--- src/rtl/vga_timing_pkg.sv ---
// -----------------------------------------------------------------------------
// vga_timing_pkg
// Shared definitions for the VGA sync generator:
//   - phase_t     : the four phases every scan line / frame walks through
//   - CNT_W       : width of the pixel and line counters
//   - MAX_TOTAL   : largest period the counters can represent
//   - DEF_*       : default 640x480@60 timing (25.175 MHz pixel clock)
//   - phase_total : sum of the four phase lengths of one axis
// -----------------------------------------------------------------------------
package vga_timing_pkg;

    typedef enum logic [1:0] {
        ACTIVE = 2'd0,
        FRONT  = 2'd1,
        SYNC   = 2'd2,
        BACK   = 2'd3
    } phase_t;

    localparam int CNT_W     = 10;
    localparam int MAX_TOTAL = 1 << CNT_W;

    localparam int DEF_H_VISIBLE = 640;
    localparam int DEF_H_FRONT   = 16;
    localparam int DEF_H_SYNC    = 96;
    localparam int DEF_H_BACK    = 48;

    localparam int DEF_V_VISIBLE = 480;
    localparam int DEF_V_FRONT   = 10;
    localparam int DEF_V_SYNC    = 2;
    localparam int DEF_V_BACK    = 33;

    function automatic int phase_total(input int len_active, input int len_front,
                                       input int len_sync, input int len_back);
        return len_active + len_front + len_sync + len_back;
    endfunction

endpackage

--- src/rtl/vga_phase_counter.sv ---
// -----------------------------------------------------------------------------
// vga_phase_counter
// One axis of the VGA raster: a counter that runs 0..TOTAL-1 and a 4-phase
// FSM (ACTIVE, FRONT, SYNC, BACK) that tracks which part of the period the
// counter is in. Used once for pixels within a line and once for lines
// within a frame.
// Ports:
//   clk        : clock, rising-edge
//   rst        : asynchronous active-high reset (count 0, phase ACTIVE)
//   advance    : step the counter/FSM on this clock
//   count      : registered count value
//   state_next : phase the FSM takes at the next edge, lets the parent
//                register decoded outputs in step with the counter
//   wrap       : high when advance is set and the count is at TOTAL-1
// -----------------------------------------------------------------------------
module vga_phase_counter
    import vga_timing_pkg::*;
#(
    parameter int LEN_ACTIVE = DEF_H_VISIBLE,
    parameter int LEN_FRONT  = DEF_H_FRONT,
    parameter int LEN_SYNC   = DEF_H_SYNC,
    parameter int LEN_BACK   = DEF_H_BACK,
    parameter int W          = CNT_W
) (
    input  logic         clk,
    input  logic         rst,
    input  logic         advance,
    output logic [W-1:0] count,
    output phase_t       state_next,
    output logic         wrap
);

    localparam int TOTAL = phase_total(LEN_ACTIVE, LEN_FRONT, LEN_SYNC, LEN_BACK);

    // Last count value of each phase; the FSM leaves a phase on the advance
    // that moves the counter past that value.
    localparam logic [W-1:0] LAST_ACTIVE = W'(LEN_ACTIVE - 1);
    localparam logic [W-1:0] LAST_FRONT  = W'(LEN_ACTIVE + LEN_FRONT - 1);
    localparam logic [W-1:0] LAST_SYNC   = W'(LEN_ACTIVE + LEN_FRONT + LEN_SYNC - 1);
    localparam logic [W-1:0] LAST_COUNT  = W'(TOTAL - 1);

    logic [W-1:0] count_q, count_d;
    phase_t       state_q, state_d;

    always_comb begin
        count_d = count_q;
        state_d = state_q;
        wrap    = 1'b0;
        if (advance) begin
            if (count_q == LAST_COUNT) begin
                count_d = '0;
                wrap    = 1'b1;
            end else begin
                count_d = count_q + 1'b1;
            end
            case (state_q)
                ACTIVE:  if (count_q == LAST_ACTIVE) state_d = FRONT;
                FRONT:   if (count_q == LAST_FRONT)  state_d = SYNC;
                SYNC:    if (count_q == LAST_SYNC)   state_d = BACK;
                BACK:    if (count_q == LAST_COUNT)  state_d = ACTIVE;
                default: state_d = ACTIVE;
            endcase
        end
    end

    always_ff @(posedge clk or posedge rst) begin
        if (rst) begin
            count_q <= '0;
            state_q <= ACTIVE;
        end else begin
            count_q <= count_d;
            state_q <= state_d;
        end
    end

    assign count      = count_q;
    assign state_next = state_d;

endmodule

--- src/rtl/vga_sync_gen.sv ---
// -----------------------------------------------------------------------------
// vga_sync_gen
// VGA raster timing generator: pixel/line counters, active-low sync pulses,
// display-area flag and a once-per-frame tick for game logic.
// Ports:
//   Clk           : sole clock, rising-edge
//   Reset         : asynchronous active-high reset
//   CounterX      : current pixel column, 0..H_TOTAL-1
//   CounterY      : current line, 0..V_TOTAL-1
//   inDisplayArea : high inside the visible window
//   vga_h_sync    : active-low horizontal sync
//   vga_v_sync    : active-low vertical sync
//   PixelEn       : high on cycles where the counters advance
//   FrameTick     : one-cycle pulse on the first cycle showing (0, V_VISIBLE)
// Build option:
//   VGA_PIXEL_DIV_EN : when defined, the pixel rate is Clk/2 (PixelEn toggles,
//                      low on the first cycle after reset); otherwise PixelEn
//                      is constantly high.
// -----------------------------------------------------------------------------
module vga_sync_gen
    import vga_timing_pkg::*;
#(
    parameter int H_VISIBLE = DEF_H_VISIBLE,
    parameter int H_FRONT   = DEF_H_FRONT,
    parameter int H_SYNC    = DEF_H_SYNC,
    parameter int H_BACK    = DEF_H_BACK,
    parameter int V_VISIBLE = DEF_V_VISIBLE,
    parameter int V_FRONT   = DEF_V_FRONT,
    parameter int V_SYNC    = DEF_V_SYNC,
    parameter int V_BACK    = DEF_V_BACK
) (
    input  logic             Clk,
    input  logic             Reset,
    output logic [CNT_W-1:0] CounterX,
    output logic [CNT_W-1:0] CounterY,
    output logic             inDisplayArea,
    output logic             vga_h_sync,
    output logic             vga_v_sync,
    output logic             PixelEn,
    output logic             FrameTick
);

    localparam int H_TOTAL = phase_total(H_VISIBLE, H_FRONT, H_SYNC, H_BACK);
    localparam int V_TOTAL = phase_total(V_VISIBLE, V_FRONT, V_SYNC, V_BACK);

    localparam logic [CNT_W-1:0] V_LAST_ACTIVE = CNT_W'(V_VISIBLE - 1);

    // The counters are CNT_W bits wide; a longer period cannot be represented.
    if (H_TOTAL > MAX_TOTAL) begin : g_h_total_check
        $error("vga_sync_gen: H_TOTAL exceeds the counter range");
    end
    if (V_TOTAL > MAX_TOTAL) begin : g_v_total_check
        $error("vga_sync_gen: V_TOTAL exceeds the counter range");
    end

    logic   pixel_en;
    logic   h_wrap;
    logic   v_wrap_unused;
    phase_t h_state_next;
    phase_t v_state_next;

`ifdef VGA_PIXEL_DIV_EN
    // Divide-by-two pixel enable. The phase resets to 0 so the first cycle
    // after reset release does not advance the raster.
    logic div_phase_q, div_phase_d;

    always_comb begin
        div_phase_d = ~div_phase_q;
    end

    always_ff @(posedge Clk or posedge Reset) begin
        if (Reset) begin
            div_phase_q <= 1'b0;
        end else begin
            div_phase_q <= div_phase_d;
        end
    end

    assign pixel_en = div_phase_q;
`else
    assign pixel_en = 1'b1;
`endif

    assign PixelEn = pixel_en;

    vga_phase_counter #(
        .LEN_ACTIVE (H_VISIBLE),
        .LEN_FRONT  (H_FRONT),
        .LEN_SYNC   (H_SYNC),
        .LEN_BACK   (H_BACK),
        .W          (CNT_W)
    ) u_h_counter (
        .clk        (Clk),
        .rst        (Reset),
        .advance    (pixel_en),
        .count      (CounterX),
        .state_next (h_state_next),
        .wrap       (h_wrap)
    );

    // The vertical axis steps only on the pixel that ends a line.
    vga_phase_counter #(
        .LEN_ACTIVE (V_VISIBLE),
        .LEN_FRONT  (V_FRONT),
        .LEN_SYNC   (V_SYNC),
        .LEN_BACK   (V_BACK),
        .W          (CNT_W)
    ) u_v_counter (
        .clk        (Clk),
        .rst        (Reset),
        .advance    (h_wrap),
        .count      (CounterY),
        .state_next (v_state_next),
        .wrap       (v_wrap_unused)
    );

    // Decoded outputs are registered from the next-state phases so they
    // change on the same edge as the counters they describe.
    logic disp_q, disp_d;
    logic h_sync_q, h_sync_d;
    logic v_sync_q, v_sync_d;
    logic frame_tick_q, frame_tick_d;

    always_comb begin
        disp_d       = (h_state_next == ACTIVE) && (v_state_next == ACTIVE);
        h_sync_d     = (h_state_next != SYNC);
        v_sync_d     = (v_state_next != SYNC);
        // Fires only on the advance that enters (0, V_VISIBLE), so it stays
        // one Clk wide even when the counters hold on following cycles.
        frame_tick_d = h_wrap && (CounterY == V_LAST_ACTIVE);
    end

    always_ff @(posedge Clk or posedge Reset) begin
        if (Reset) begin
            disp_q       <= 1'b1;
            h_sync_q     <= 1'b1;
            v_sync_q     <= 1'b1;
            frame_tick_q <= 1'b0;
        end else begin
            disp_q       <= disp_d;
            h_sync_q     <= h_sync_d;
            v_sync_q     <= v_sync_d;
            frame_tick_q <= frame_tick_d;
        end
    end

    assign inDisplayArea = disp_q;
    assign vga_h_sync    = h_sync_q;
    assign vga_v_sync    = v_sync_q;
    assign FrameTick     = frame_tick_q;

endmodule

--- config.mk ---
export PLATFORM = sky130hd
export DESIGN_NAME = vga_sync_gen
export DESIGN_NICKNAME = d
export VERILOG_FILES = /design/src/rtl/vga_timing_pkg.sv /design/src/rtl/vga_phase_counter.sv /design/src/rtl/vga_sync_gen.sv
export SDC_FILE = /design/constraint.sdc
export NUM_CORES = 1
export LEC_CHECK = 0
export ABC_AREA = 1
export BUFFER_PORTS_ARGS = -buffer_cell sky130_fd_sc_hd__buf_2
export CORE_UTILIZATION = 53
export CTS_BUF_LIST = sky130_fd_sc_hd__clkbuf_8
export CTS_CLUSTER_DIAMETER = 120
export CTS_CLUSTER_SIZE = 30
export DETAILED_ROUTE_END_ITERATION = 7
export PLACE_DENSITY = 0.78
export SYNTH_ARGS = -nofsm -noshare
export SYNTH_HDL_FRONTEND = slang
export SYNTH_HIERARCHICAL = 1
export SYNTH_SLANG_ARGS = --single-unit
--- constraint.sdc ---
create_clock -name Clk -period 1.9 [get_ports Clk]
set_clock_uncertainty 0.1 [all_clocks]
set_input_delay 0.19 -clock Clk [delete_from_list [all_inputs] [get_ports Clk]]
set_output_delay 0.19 -clock Clk [all_outputs]
set_load 0.01 [all_outputs]
Word-level counts from Yosys, hierarchy flattened
Cells that the tools add are included.
{"block": "op_classes", "add_sub_neg": 2, "eq_ne": 16, "mux": 14, "reduce_logical": 6}
{"operator": "equality test 10 bit, second input constant", "n": 5}
{"operator": "equality test 10 x 9 -> 1 bit, second input constant", "n": 3}
{"operator": "adder 10 x 1 -> 10 bit, second input constant", "n": 2}
{"operator": "2-to-1 mux 10 bit", "n": 2}
{"operator": "2-to-1 mux 2 bit", "n": 9}
{"operator": "one-hot mux 2 bit (4 select lines)", "n": 2}
{"operator": "equality test 2 bit, second input constant", "n": 4}
{"operator": "zero test 2 bit", "n": 4}
{"operator": "equality test 2 x 1 -> 1 bit, second input constant", "n": 2}
{"operator": "!= test 2 bit, second input constant", "n": 2}
{"operator": "logical AND 1 bit", "n": 2}
{"operator": "2-to-1 mux 1 bit", "n": 1}
{"block": "totals", "register_bits": 28, "in_bits": 2, "output_inout_bits": 25, "wordCells": 46}

Longest topological paths before layout
Gate-level depths: netlist (run 1).
{"block": "depth", "ltp_word": 6, "ltp_mapped": 13, "depth_no_buf": 12}

By module
The synthesis (run 1) kept the hierarchy.
{"module": "vga_phase_counter at u_v_counter", "n_inst": 1, "cells_per_inst": 107, "area_per_inst_um2": 795.8, "seq_area_each_um2": 300.3}
{"module": "vga_phase_counter at u_h_counter", "n_inst": 1, "cells_per_inst": 104, "area_per_inst_um2": 753.2, "seq_area_each_um2": 300.3}
{"module": "vga_sync_gen", "n_inst": 1, "cells_per_inst": 23, "area_per_inst_um2": 193.9, "seq_area_each_um2": 103.8}

Worst setup path before layout (run 1)
No wires, ideal clock.
{"block": "synth_path", "path_type": "reg-to-reg", "startpoint": "reg u_h_counter.count_q[1] (netlist: u_h_counter/count[1])", "endpoint": "reg disp_q (netlist: inDisplayArea)", "setup_time_ns": 0.075, "arrival_time_ns": 1.828, "required_ns": 1.725, "path_slack_ns": -0.103, "path_stages_with_launch": 13, "path_buffers": 1, "synth_period_minus_slack_ns": 2.003, "path_cell_list": "dfrtp_1 ha_1 inv_1 nor2_4 nand3_4 nor2_4 buf_2 nand2_1 nor2_1 nand3_1 nand2_1 a21oi_1 nor3b_2"}
{"block": "synth_via", "elab_chain_len": 5, "word_cells_on_any_way": 14, "classes_between": "eq/ne (4); mux (7); reduce/logical (3)"}
{"element": "from (decl)", "line": "vga_phase_counter.sv:42", "source": "logic [W-1:0] count_q, count_d;"}
{"element": "from (signal assigned)", "line": "vga_phase_counter.sv:71", "source": "count_q <= count_d;"}
{"element": "equality test 10 bit", "line": "vga_phase_counter.sv:50", "source": "if (count_q == LAST_COUNT) begin"}
{"element": "2-to-1 mux 1 bit", "line": "vga_phase_counter.sv:50"}
{"element": "named net h_wrap", "line": "vga_sync_gen.sv:57", "source": "logic h_wrap;"}
{"element": "2-to-1 mux 2 bit", "line": "vga_phase_counter.sv:49", "source": "if (advance) begin"}
{"element": "named net v_state_next[0]", "line": "vga_sync_gen.sv:60", "source": "phase_t v_state_next;"}
{"element": "zero test 2 bit", "line": "vga_sync_gen.sv:125", "source": "disp_d = (h_state_next == ACTIVE) && (v_state_next == ACTIVE);"}
{"element": "logical AND 1 bit", "line": "vga_sync_gen.sv:125"}
{"element": "named net disp_d", "line": "vga_sync_gen.sv:119", "source": "logic disp_q, disp_d;"}
{"element": "to (signal assigned)", "line": "vga_sync_gen.sv:140", "source": "disp_q <= disp_d;"}
{"element": "to (decl)", "line": "vga_sync_gen.sv:119"}
The timed path passes the listed nets, and every way through them passes these cells.
A chain may end at the register's enable or synchronous reset.

Worst setup path in the final report (run 1)
{"block": "layout_path", "startpoint": "reg u_h_counter.count_q[0] (netlist: u_h_counter/count[0])", "endpoint": "reg v_sync_q (netlist: vga_v_sync)"}
{"block": "layout_via", "elab_chain_len": 4}
{"element": "equality test 10 bit", "line": "vga_phase_counter.sv:50"}
{"element": "2-to-1 mux 1 bit", "line": "vga_phase_counter.sv:50"}
{"element": "named net h_wrap", "line": "vga_sync_gen.sv:57"}
{"element": "2-to-1 mux 2 bit", "line": "vga_phase_counter.sv:49"}
{"element": "named net v_state_next[0]", "line": "vga_sync_gen.sv:60"}
{"element": "!= test 2 bit", "line": "vga_sync_gen.sv:127", "source": "v_sync_d = (v_state_next != SYNC);"}
{"element": "named net v_sync_d", "line": "vga_sync_gen.sv:121", "source": "logic v_sync_q, v_sync_d;"}
{"element": "to (signal assigned)", "line": "vga_sync_gen.sv:142", "source": "v_sync_q <= v_sync_d;"}
{"element": "to (decl)", "line": "vga_sync_gen.sv:121"}
The timed path passes the listed nets, and every way through them passes these cells.

==> results of run 1 <==
-- per-layer routing --
metal	vias to the layer above	global-route usage (%)	share of wire (%)	wire, um
met2	34	43.3	51	1950
met1	724	26.9	44	1660
met5	-	0	0	0
li1	793	-	-	-
met4	0	11.2	2.3	89
met3	11	2.84	2.9	111
-- power by group through the flow --
stage                     clock network (mW)  registers (mW)  logic, mW
after floorplan                            0           0.821      0.229
after global placement                     0           0.723      0.568
after detailed placement                   0           0.726      0.581
after CTS                              0.381           0.714      0.587
after global routing                   0.399           0.722      0.684
final                                  0.365           0.712      0.606
-- flip-flops by register name, indices dropped and copies added (netlist names) --
name                 count
u_h_counter/count       10
u_v_counter/count       10
u_h_counter/state_q      2
u_v_counter/state_q      2
FrameTick                1
inDisplayArea            1
vga_h_sync               1
vga_v_sync               1
-- cells in the mapped netlist --
| library cell | n | area share [%] |
|---|---|---|
| nor2_4 | 4 | 2.6 |
| nand3_4 | 1 | 1.0 |
| ha_1 | 4 | 2.9 |
| nand3b_1 | 1 | 0.43 |
| o21ai_2 | 1 | 0.50 |
| nand3_2 | 1 | 0.57 |
| a22oi_1 | 1 | 0.43 |
| xor2_1 | 7 | 3.5 |
| nor2_2 | 6 | 2.2 |
| dfrtp_1 | 25 | 36 |
| inv_1 | 41 | 8.8 |
| clkinv_1 | 1 | 0.22 |
| conb_1 | 1 | 0.22 |
| nand2_1 | 62 | 13 |
| nor3_1 | 5 | 1.4 |
| buf_4 | 2 | 0.86 |
| inv_2 | 2 | 0.43 |
| buf_2 | 1 | 0.29 |
| o21ai_1 | 4 | 1.1 |
| nand4_1 | 6 | 2.2 |
| o21ai_0 | 5 | 1.4 |
| nor3_4 | 1 | 0.93 |
| a21oi_1 | 1 | 0.29 |
| nand2_4 | 1 | 0.65 |
| nor2_1 | 25 | 5.4 |
| nor3b_2 | 1 | 0.72 |
| xnor2_1 | 1 | 0.50 |
| nand2_2 | 4 | 1.4 |
| nand3_1 | 13 | 3.7 |
| buf_6 | 1 | 0.65 |
| o21bai_1 | 2 | 0.86 |
| dfstp_2 | 3 | 4.5 |
-- area by class of cell --
| class | count | area [um2] |
|---|---|---|
| Clock buffer | 4 | 55.1 |
| Fill cell | 262 | 963 |
| Inverter | 44 | 165 |
| Multi-Input combinational cell | 159 | 880 |
| Sequential cell | 28 | 704 |
| Tap cell | 44 | 55.1 |
| Timing Repair Buffer | 42 | 255 |
-- worst min-delay path by stage --
stage / startpoint / slack [ns] / to
4_1_cts: Reset / 0.24 / FrameTick$_DFF_PP0_
5_1_grt: Reset / 0.27 / FrameTick$_DFF_PP0_
6_report: Reset / 0.24 / FrameTick$_DFF_PP0_
2_1_floorplan: Reset / -0.15 / FrameTick$_DFF_PP0_
3_3_place_gp: Reset / -0.01 / FrameTick$_DFF_PP0_
3_5_place_dp: Reset / -0.005 / FrameTick$_DFF_PP0_
-- timing repair --
item	in CTS	in global routing
hold buffers	1	0
endpoints found under the hold margin	28	0
gates resized for setup	0	10
endpoints found under the setup margin	0	9
buffers inserted	0	5
-- stage by stage --
stage / cells / utilization (%) / setup slack, ns / TNS, ns / cell area [um2]
2_1_floorplan: 235 / - / -0.00665 / -0.00665 / 1760
3_3_place_gp: 311 / 64.5 / 0.0864 / 0 / 1980
3_5_place_dp: 311 / 64.5 / 0.0163 / 0 / 1980
4_1_cts: 316 / 66.6 / 0.00225 / 0 / 2050
5_1_grt: 321 / 68.7 / -0.0490 / -0.0849 / 2110
6_report: 321 / 68.7 / 0.0734 / 0 / 2110
-- logic make-up (layout without fill, tap and decap cells) --
family / count (synthesis) / count (layout) / synth area share, %
xor+xnor: 8 / 8 / 4.02
simple gates: 131 / 131 / 36.5
buf+inv: 48 / 90 / 11.3
fa+ha+maj: 4 / 4 / 2.87
flops: 28 / 28 / 40.4
other cells: 1 / 2 / 0.215
compound gates: 14 / 14 / 4.67
-- worst min-delay path, stage by stage --
cell and delay, ns:
dlygate4sd3_1 0.53, buf_2 0.13, inv_1 0.13
==> results by group, run 1 <==
Finish
  • Commonest non-fill, non-tap cell in the layout: nand2_1
  • Layout cells sized above 1: between 20% and 30%
  • Area Growth Syn to Fin: 21.3%
  • Most frequent cells in the layout: nand2_1 (60), inv_1 (39), dfrtp_1 (25), buf_2 (25), nor2_1 (22)
  • Nets: about 280
  • N_diodes: 0

Setup path
  • Critical path's top delay family: simple AND/OR/NAND/NOR gates
  • Reg2Reg Launch Point: u_h_counter/count[0]$_DFFE_PP0P_
  • CP arrival: between 1.5 and 2 ns
  • WP buf/inv: 3
  • Crit path cell chain: ha_2 > inv_2 > nor2_4 > nand3_4 > nor2_4 > inv_2 > nor2_2 > nand3_2 > a21oi_2 > inv_1 > nand2_1
  • CP max-delay cell: dfrtp_1
  • WP depth: 11
  • Worst setup path end: vga_v_sync$_DFF_PP1_
  • R2R Setup Slk: between 0.07 and 0.08 ns
  • CP Launch Type: flop
  • R2R cell count: 11
  • Reg2reg end: vga_v_sync$_DFF_PP1_
  • Critical Path Fanout Max: 6
  • Setup crit start: u_h_counter/count[0]$_DFFE_PP0P_
  • Setup Crit Path Kind: reg -> reg
  • CP max stage delay: 0.37 ns
  • Crit end category: flop
  • Crit path required time: roughly 2 ns

Floorplan
  • Die area: roughly 3500 um2
  • Initial Utilization: between 50% and 60%
  • Cell Rows: 20
  • I/O pins: 27
  • Core ar.: between 3000 and 4000 um2
  • Die height: about 60 um
  • Die width: 59.3 um

Run status
  • Status: finished, final reports clean

Power and ir drop
  • Switch Pwr: 0.570 mW
  • Combinational Power Share: 36.0%
  • Clock share of power: 21.7%
  • Lkg Pwr: about 1.1 nW
  • Power Dens Cells: approximately 800 nW/um2
  • Power Total: roughly 1.7 mW
  • Net Sw Frac: between 30% and 40%
  • Internal: 1.11 mW
  • Maximum vdd ir drop: 0.000348 V
  • Seq pwr share: about 42%

STA
  • Final setup fails: 0
  • Fin crit period: ~1.8 ns
  • Fmax: 547 MHz
  • Hold Violations, Final: 0
  • RSZ-0062 raised after global routing: true
  • Fin Hold WS: 0.241 ns
  • Final Max Tran Viols: 0
  • Final Cycle Share: 96.1%

Routing
  • Post-DRT Antenna Nets: 0
  • Post-route DRC: 0
  • Vias: 1562
  • WL final: roughly 3800 um
  • WL/cell: roughly 12 um
  • Drt pass-1 iters: 4
  • DR vias/cell: 4.87
  • Starting DRT DRC Count: 85

Global routing
  • First-pass GRT wire length: about 6200 um
  • Pin count of the biggest net entering global routing: 16
  • All-layer global routing usage: between 20% and 30%
  • GR Overflow Total: 0
  • Vias in the first global route: approximately 1500
  • Initial antenna violation count: 0

Synthesis
  • Gate Count Post-Synth: ~230
  • Ys Warns: 6
  • Mapped Avg Cell Area: 7.45 um2
  • Register bit total from synthesis: 28
  • Netlist cell types: 32
  • Sequential share of the synthesized area: 40.4%
  • Synth Cell Area: ~1700 um2

Placed design
  • GPL Wtd Cong: 0.867
  • I/O Buffers: 25
  • Sum of net half-perimeters after detailed placement: around 2900 um

Clock tree
  • Max Buffers Root-to-Sink: 2
  • Worst-path clk slew: about 0.09 ns
  • CTS buffer count: 3
  • Root Driver: clkbuf_8
  • CTS tree: done
  • CTS sink count: 28
  • H-tree Lvls: 1
  • Skew-Pair Late Insertion Delay: 0.27 ns

Flow run
  • Number of max-cap violations: 0

Worst hold path
  • Hold crit path type: in -> async
(Power assumes the default switching activity.)
==> run 2: changes to the inputs <==
RECOVER_POWER = 50   (was unset)
==> run 2 against run 1 <==
Effect of this change: global-route usage stayed put; combinational power hardly changed; highest routed layer unchanged; cell count stayed put; die area stayed put.
==> results by group, run 2 (synthesis gave the netlist of run 1 again) <==
Run status
  • Status: finished, final reports clean

Global routing
  • Pin count of the biggest net entering global routing: 16 (unchanged)
  • Met1 global-route usage: 26.9% (unchanged)
  • Vias in the first global route: 1517 (unchanged)
  • Met2 Use GR: 43.3% (unchanged)
  • GR Overflow Total: 0 (unchanged)
  • All-layer global routing usage: 23.6% (unchanged)
  • Most Crowded Layer GR: met2
  • GR met3 Demand/Resource: 2.84% (unchanged)
  • Initial antenna violation count: 0 (unchanged)
  • First-pass GRT wire length: 6210 um (unchanged)

Finish
  • Layout cells sized above 1: 28.5% (-1.1 points)
  • Layout fillers: 265 (+1.1%)
  • FF/Latch Area: 704 um2 (unchanged)
  • Area occupied by multi-input gates: 880 um2 (unchanged)
  • Nets: 284 (unchanged)
  • Commonest non-fill, non-tap cell in the layout: nand2_1
  • Area Growth Syn to Fin: 21.1%
  • Util after Layout: 68.6% (-0.12 points)
  • Most frequent cells in the layout: nand2_1 (60), inv_1 (39), dfrtp_1 (25)
  • N_diodes: 0 (unchanged)

Clock tree
  • CTS sink count: 28 (unchanged)
  • Max Buffers Root-to-Sink: 2 (unchanged)
  • CTS tree: done
  • Worst-path clk slew: 0.09 ns (about the same)
  • Root Driver: clkbuf_8
  • CTS buffer count: 3 (unchanged)
  • Skew-Pair Late Insertion Delay: 0.27 ns (about the same)
  • H-tree Lvls: 1 (unchanged)

Floorplan
  • Initial Utilization: 56.6% (unchanged)
  • Core ar.: 3080 um2 (unchanged)
  • Die height: 59.3 um (unchanged)
  • Die area: 3520 um2 (unchanged)
  • I/O pins: 27 (unchanged)
  • Cell Rows: 20 (unchanged)
  • Die width: 59.3 um (unchanged)

STA
  • RSZ-0062 raised after global routing: true
  • Fin Hold WS: 0.237 ns (-0.00384 ns)
  • Hold Violations, Final: 0 (unchanged)
  • Setup TNS Final: 0 ns (unchanged)
  • Final Cycle Share: 96.1% (about the same)
  • Fmax: 548 MHz (about the same)
  • Final worst slack: 0.0738 ns (+0.000463 ns)
  • Fin crit period: 1.83 ns (-0.000463 ns)
  • Final Max Tran Viols: 0 (unchanged)
  • Final setup fails: 0 (unchanged)

Routing
  • Post-DRT Antenna Nets: 0 (unchanged)
  • Drt pass-1 iters: 4 (unchanged)
  • DR vias/cell: 4.89 (+0.51%)
  • Starting DRT DRC Count: 85 (unchanged)
  • Post-route DRC: 0 (unchanged)
  • Vias: 1570 (+0.51%)
  • WL final: 3820 um (+0.21%)
  • WL/cell: 11.9 um (+0.21%)

Setup path
  • CP Launch Type: flop
  • Crit path required time: 2.02 ns (about the same)
  • Critical Path Fanout Max: 6 (unchanged)
  • Crit end category: flop
  • Setup Crit Path Kind: reg -> reg
  • Reg2Reg Launch Point: u_h_counter/count[0]$_DFFE_PP0P_
  • Setup crit start: u_h_counter/count[0]$_DFFE_PP0P_
  • CP arrival: 1.95 ns (about the same)

Placed design
  • I/O Buffers: 25 (unchanged)
  • GPL Wtd Cong: 0.867 (unchanged)
  • Sum of net half-perimeters after detailed placement: 2860 um (unchanged)
  • Dpl ws: 0.0163 ns (unchanged)

Power and ir drop
  • Lkg Pwr: 1.09 nW (-0.75%)
  • Power Dens Cells: 798 nW/um2 (+0.18%)
  • Maximum vdd ir drop: 0.000348 V (about the same)

Flow run
  • Number of max-cap violations: 0 (unchanged)

Worst hold path
  • Hold crit path type: in -> async
## run 2: changes by cell type in the layout (fill, tap and decap cells not counted)
cell,change
clkbuf_1,+3
buf_2,-3
## run 2: stage by stage
stage | total power, mW | cells | cell area [um2]
floorplan | 1.05 | 235 | 1760
global placement | 1.29 | 311 | 1980
detailed placement | 1.31 | 311 | 1980
CTS | 1.68 | 316 | 2050
global route | 1.80 | 321 | 2110
finish | 1.68 | 321 | 2110
## run 2: per-layer routing
metal  wire length, um  vias to the layer above
li1                  -                      793
met1              1630                      726
met2              1960                       40
met3               139                       11
met4                89                        0
met5                 0                        -
## run 2: repair_timing
action                                 4_1_cts  5_1_grt
endpoints found under the hold margin       28        0
setup endpoints to repair                    0        9
gates resized for setup                      0       10
setup buffers                                0        5
hold buffers                                 1        0
## run 2: worst paths after layout
check / to / slack [ns] / depth (start not counted)
max in group asynchronous: u_h_counter/count[1]$_DFFE_PP0P_ / 0.99 / 3
max: vga_v_sync$_DFF_PP1_ / 0.07 / 11
max reg2reg: vga_v_sync$_DFF_PP1_ / 0.07 / 11
min in group Clk: u_h_counter/count[6]$_DFFE_PP0P_ / 0.50 / 4
min reg2reg: u_h_counter/count[6]$_DFFE_PP0P_ / 0.50 / 4
min: FrameTick$_DFF_PP0_ / 0.24 / 3
## run 2: area by class of cell
type	count	area share, %
sequential	28	33.4
inverter	44	7.82
timing repair buffer	42	11.9
clock buffer	4	2.61
tap	44	2.61
multi-input combinational	159	41.7
## run 2: critical path, stage by stage, from the launching register on
cell and delay [ns]:
dfrtp_1 0.37, ha_2 0.20, inv_2 0.05, nor2_4 0.14, nand3_4 0.11, nor2_4 0.18, inv_2 0.07, nor2_2 0.14
nand3_2 0.09, a21oi_2 0.21, inv_1 0.06, nand2_1 0.05
## run 2: power by group
part	switching (mW)	internal (mW)	total [mW]
sequential	0.0420	0.670	0.712
combinational	0.349	0.257	0.606
clock	0.179	0.186	0.365
total	0.570	1.11	1.68
